## src/rtl/breakpoint_unit_if.sv

```systemverilog
// ---------------------------------------------------------------------------
// breakpoint_unit_if
//   Bundles the operator controls, the observed fetch address and the
//   breakpoint status outputs of breakpoint_unit.
//
//   valid       raw arm switch (asynchronous)
//   sampler     raw digit-write push-button (asynchronous)
//   digit_sel   nibble index 0..7 to write
//   hex_digit   nibble value to write
//   pc          fetch word address
//   break_point stored 32-bit breakpoint value
//   hit         sticky match flag
//
//   master: drives controls and pc, observes break_point/hit (board, bench)
//   slave : breakpoint_unit side
// ---------------------------------------------------------------------------
interface breakpoint_unit_if #(
  parameter int PC_WIDTH = 30
);
  logic                valid;
  logic                sampler;
  logic [2:0]          digit_sel;
  logic [3:0]          hex_digit;
  logic [PC_WIDTH-1:0] pc;
  logic [31:0]         break_point;
  logic                hit;

  modport master (
    output valid, sampler, digit_sel, hex_digit, pc,
    input  break_point, hit
  );

  modport slave (
    input  valid, sampler, digit_sel, hex_digit, pc,
    output break_point, hit
  );
endinterface

```

## src/rtl/breakpoint_unit.sv

```systemverilog
// ---------------------------------------------------------------------------
// breakpoint_unit
//   Hardware PC breakpoint for board-level debug. The operator enters a
//   32-bit value one nibble at a time (digit_sel/hex_digit + sampler button)
//   and arms it with the valid switch. While armed, a fetch word address
//   equal to the low PC_WIDTH bits of the value sets a sticky hit flag.
//   The block only observes the CPU; it never stalls it.
//
//   Ports:
//     clk    rising-edge system clock
//     reset  synchronous, active-high reset
//     bus    breakpoint_unit_if.slave (controls, pc, break_point, hit)
// ---------------------------------------------------------------------------
module breakpoint_unit #(
  parameter int DEBOUNCE_CYCLES = 16,
  parameter int PC_WIDTH        = 30
) (
  input  logic              clk,
  input  logic              reset,
  breakpoint_unit_if.slave  bus
);

  localparam int CNT_W = (DEBOUNCE_CYCLES > 1) ? $clog2(DEBOUNCE_CYCLES) : 1;
  localparam logic [CNT_W-1:0] CNT_MAX = CNT_W'(DEBOUNCE_CYCLES - 1);

  // Channel 0 = valid (arm), channel 1 = sampler (write button).
  logic [1:0]       w_raw;
  logic [1:0]       r_sync1;
  logic [1:0]       r_sync2;
  logic [1:0]       r_acc;
  logic [CNT_W-1:0] r_cnt [2];
  logic             r_samp_prev;

  logic [31:0]      r_bp;
  logic             r_hit;

  logic             w_armed;
  logic             w_sample_pulse;
  logic             w_match;

  assign w_raw = {bus.sampler, bus.valid};

  // Two-flop synchronizer followed by a debouncer per channel. The counter
  // only advances while the synchronized level disagrees with the accepted
  // level, so any glitch back to the accepted level restarts the count.
  always_ff @(posedge clk) begin
    if (reset) begin
      r_sync1     <= '0;
      r_sync2     <= '0;
      r_acc       <= '0;
      r_samp_prev <= 1'b0;
      for (int i = 0; i < 2; i++) begin
        r_cnt[i] <= '0;
      end
    end else begin
      r_sync1     <= w_raw;
      r_sync2     <= r_sync1;
      r_samp_prev <= r_acc[1];
      for (int i = 0; i < 2; i++) begin
        if (r_sync2[i] != r_acc[i]) begin
          if (r_cnt[i] == CNT_MAX) begin
            r_acc[i] <= r_sync2[i];
            r_cnt[i] <= '0;
          end else begin
            r_cnt[i] <= r_cnt[i] + 1'b1;
          end
        end else begin
          r_cnt[i] <= '0;
        end
      end
    end
  end

  // Previous accepted level resets to 0, so a button held through reset
  // yields a pulse only after it is re-accepted by the debouncer.
  assign w_armed        = r_acc[0];
  assign w_sample_pulse = r_acc[1] & ~r_samp_prev;

  // Upper display-only bits of the breakpoint take no part in the compare.
  assign w_match = w_armed && (bus.pc == r_bp[PC_WIDTH-1:0]);

  // The compare sees the pre-write value; a digit written in the same cycle
  // is used from the next cycle on. Disarm has priority over a match.
  always_ff @(posedge clk) begin
    if (reset) begin
      r_bp  <= 32'h0000_0000;
      r_hit <= 1'b0;
    end else begin
      if (w_sample_pulse) begin
        r_bp[{bus.digit_sel, 2'b00} +: 4] <= bus.hex_digit;
      end
      if (!w_armed) begin
        r_hit <= 1'b0;
      end else if (w_match) begin
        r_hit <= 1'b1;
      end
    end
  end

  assign bus.break_point = r_bp;
  assign bus.hit         = r_hit;

endmodule

```

## src/flat_wrapper.sv

```systemverilog
// flat-port wrapper written by rule: the top's interface ports become plain ports
module breakpoint_unit_flat 
#(
  parameter int DEBOUNCE_CYCLES = 16,
  parameter int PC_WIDTH        = 30
)
  (clk, reset, bus_valid, bus_sampler, bus_digit_sel, bus_hex_digit, bus_pc, bus_break_point, bus_hit);
  breakpoint_unit_if #(.PC_WIDTH(PC_WIDTH)) bus_i ();
  input  logic clk;
  input  logic reset;
  input wire logic [$bits(bus_i.valid)-1:0] bus_valid;
  input wire logic [$bits(bus_i.sampler)-1:0] bus_sampler;
  input wire logic [$bits(bus_i.digit_sel)-1:0] bus_digit_sel;
  input wire logic [$bits(bus_i.hex_digit)-1:0] bus_hex_digit;
  input wire logic [$bits(bus_i.pc)-1:0] bus_pc;
  output wire logic [$bits(bus_i.break_point)-1:0] bus_break_point;
  output wire logic [$bits(bus_i.hit)-1:0] bus_hit;
  assign bus_i.valid = bus_valid;
  assign bus_i.sampler = bus_sampler;
  assign bus_i.digit_sel = bus_digit_sel;
  assign bus_i.hex_digit = bus_hex_digit;
  assign bus_i.pc = bus_pc;
  assign bus_break_point = bus_i.break_point;
  assign bus_hit = bus_i.hit;
  breakpoint_unit #(.DEBOUNCE_CYCLES(DEBOUNCE_CYCLES), .PC_WIDTH(PC_WIDTH)) u_core (.clk(clk), .reset(reset), .bus(bus_i));
endmodule
```

## config.mk

```make
export PLATFORM = sky130hd
export DESIGN_NAME = breakpoint_unit_flat
export DESIGN_NICKNAME = d
export VERILOG_FILES = /design/src/rtl/breakpoint_unit_if.sv /design/src/rtl/breakpoint_unit.sv /design/src/flat_wrapper.sv
export SDC_FILE = /design/constraint.sdc
export NUM_CORES = 1
export LEC_CHECK = 0
export ABC_AREA = 1
export BUFFER_PORTS_ARGS = -buffer_cell sky130_fd_sc_hd__buf_2
export CAP_MARGIN = 20
export CELL_PAD_IN_SITES_DETAIL_PLACEMENT = 1
export CELL_PAD_IN_SITES_GLOBAL_PLACEMENT = 2
export CORE_MARGIN = 1.5
export CORE_UTILIZATION = 30
export DETAILED_ROUTE_END_ITERATION = 8
export PLACE_DENSITY = 0.85
export SYNTH_ARGS = -nofsm -noshare
export SYNTH_HDL_FRONTEND = slang
export SYNTH_SLANG_ARGS = --single-unit
```

## constraint.sdc

```tcl
create_clock -name clk -period 4.2 [get_ports clk]
set_clock_uncertainty 0.05 [all_clocks]
set_input_delay 0.21 -clock clk [delete_from_list [all_inputs] [get_ports clk]]
set_output_delay 0.21 -clock clk [all_outputs]
set_load 0.05 [all_outputs]
```

==> impl_results.md <==
* Outcome: finished clean
* Fin area at 3030 um^2
* Final Hold Vio Count at 0
* RSZ-0062 raised after global routing: false
* Peak supply drop at 0.136 mV
* Post-Route WL at 6160 um
* Num rows at 32
* Final Wtd Congestion at 0.755
* Sequential share of power at 0.554
* Cells after DPL at 514
* Switching Fraction at 0.254
* Post-synth EDFFs at 8
* Clk pin slew, worst setup/hold paths at 0.09 ns
* Largest net degree at the start of global routing at 26
* Predominant post-synthesis flop cell: dfxtp_1
* Post-Layout Cell Count at 522
* First-pass GRT wire length at 10,600 um
* Clk pwr share at 0.341
* Slew headroom at 0.579
* Mapped cell area at 2430 um^2
* Ant diodes at 0
* # port buffers at 73
* Worst hold path class: input port to flip-flop
* Resized cells post-CTS at 0
* CTS buffer count at 5
* Final net count at 464
* Worst skew pair latency at roughly 0.31 ns
* Core Util, Final at 0.390
* P_leak at roughly 0.0015 uW
* Worst reg2reg startpoint: u_core.r_cnt[0][0]
* Max-Cap Viols at 0
* Setup crit end kind: flip-flop
* Min cycle time layout at 1.63 ns
* Root Buffer: clkbuf_8
* CTS sink count at 48
* Asr flop ratio synth at 0
* Cell count after synthesis at about 340
* Critical Path AT at 1.82 ns
* Average cell area after synthesis at 7.24 um^2
* Die H at 93.0 um
* Htree depth at 2
* TNS Setup at 0 ns
* HPWL after DPL at around 4900 um
* CTS tree: done
* Hold_sp: bus_sampler
* Number of vias per cell at 4.40
* Logic gate share of total power at 0.105
* WP data required at 4.39 ns
* Antenna violations before repair at 0
* Crit path kind: input port to flip-flop
* NetSw at 219 uW
* Number of distinct library cells after synthesis at 22
* Share of post-route cells with drive strength above 1 at 0.226
* Remaining antenna violation count at 0
* Die area at around 8700 um^2
* Number of global-route vias before repair at approximately 2,300
* Syn. warnings at 0
* Share of the yosys chip area belonging to registers at 0.428
* Hold buffer count at cts at 0
* Setup-failing EPs final at 0
* Core ar. at 7770 um^2
* Initial core utilization at 0.313
* CP Max Fanout at 7
* DRC at 0
* Period utilization at 0.388
* Post-CTS Setup Bufs at 0
* Critical path launch point: bus_digit_sel[0]
* Ports at 74
* Total track usage at 0.154
* CTS max path bufs at 2
* Worst-Margin Slew at 0.631 ns
* Chip width at 93.0 um
* P per Cell Area at 284 nW/um^2
* Fmax at between 0.6 and 0.7 GHz
* P&R area growth vs syn at 24.6%
* Post-DP Area at 2940 um^2
* Slew Limit Fails at 0
* Post-DR wirelength/cell at 11.8 um
* 1st-iter DRT viols at 49
* Vias at 2,299
* Critical path startpoint category: input port
* Drt pass-1 iters at 4
* Global route overflow at 0
* Int Pwr at 642 uW
* Seq cells post-synth at 48
## metrics by stage
stage / setup WS [ns] / total power [uW] / hold slack [ns]
CTS: 2.56 / 872 / 0.0517
finish: 2.57 / 861 / 0.0592
floorplan: 2.65 / 541 / 0.267
detailed placement: 2.26 / 579 / 0.351
global placement: 2.34 / 576 / 0.341
global route: 2.38 / 897 / 0.0656
## cell usage after synthesis (3+ instances only)
| library cell | n | area share |
|---|---|---|
| nand2_1 | 80 | 0.12 |
| inv_1 | 49 | 0.076 |
| nor2_1 | 43 | 0.066 |
| dfxtp_1 | 40 | 0.33 |
| a21oi_1 | 33 | 0.068 |
| o21ai_0 | 23 | 0.047 |
| xnor2_1 | 15 | 0.054 |
| nand3_1 | 9 | 0.019 |
| edfxtp_1 | 8 | 0.099 |
| xor2_1 | 7 | 0.025 |
| inv_2 | 5 | 0.0077 |
| ha_1 | 4 | 0.021 |
| clkbuf_1 | 3 | 0.0046 |
| nand3_2 | 3 | 0.012 |
| nor2_4 | 3 | 0.014 |
| nor3_1 | 3 | 0.0062 |
## layout by cell type (no fill, tap or decap), types with 7 or more instances in the layout
cell type   n
xnor2_1    15
conb_1      8
nand2_1    80
buf_2      73
edfxtp_1    8
o21ai_0    23
xor2_1      7
nor2_1     43
dfxtp_1    40
nand3_1     9
inv_1      49
a21oi_1    33
## sequential cells by signal, summed over array words and instances (netlist names)
signal,cells
u_core.bus.break_point,32
u_core.r_sync2,2
u_core.bus.hit,1
u_core.r_samp_prev,1
u_core.r_cnt,8
u_core.r_acc,2
u_core.r_sync1,2
## kinds of logic (layout without fill, tap and decap cells)
group,after synthesis,count (layout),share of synthesized area
AND/OR/NAND/NOR,146,146,0.264
buffers and inverters,59,136,0.0916
AO/OA/AOI/OAI,56,56,0.115
flip-flops,48,48,0.428
XOR/XNOR,22,22,0.0793
adder cells (fa/ha/maj),4,4,0.0206
other,1,8,0.00154
## area by class of cell
| class | count | area, um^2 |
|---|---|---|
| multi-input combinational | 236 | 1190 |
| clock inverter | 1 | 7.51 |
| clock buffer | 7 | 86.3 |
| tap | 102 | 128 |
| inverter | 55 | 208 |
| fill | 1027 | 4740 |
| timing repair buffer | 73 | 365 |
| sequential | 48 | 1040 |
## layer usage
metal / vias up / GRT usage / routed length [um]
met3: 8 / 0.0285 / 292
met4: 0 / 0.0492 / 82
met5: - / 0 / 0
li1: 1202 / - / -
met1: 1035 / 0.199 / 2990
met2: 54 / 0.259 / 2800
## worst paths after layout
kind	slack, ns	to	depth (start not counted)
min	0.06	u_core.r_sync1[1]	3
max	2.57	u_core.bus.break_point[17]	10
max reg2reg	2.77	u_core.r_cnt[0][2]	6
min reg2reg	0.36	u_core.r_sync2[1]	2
## power by group through the flow
| stage | clock, uW | sequential (uW) | combinational [uW] |
|---|---|---|---|
| after floorplan | 0 | 488 | 53.1 |
| after global placement | 0 | 487 | 88.8 |
| after detailed placement | 0 | 487 | 91.2 |
| after CTS | 304 | 477 | 92.0 |
| after global routing | 315 | 478 | 104 |
| final | 294 | 477 | 90.3 |
## critical path: stages
cell     delay (ns)
buf_2          0.16
inv_2          0.07
ha_1           0.19
ha_1           0.41
inv_2          0.09
nor2_1         0.21
nand3_2        0.16
inv_2          0.10
o21ai_0        0.07
a21oi_1        0.14
Note: power is estimated with default switching activity, not from simulation.
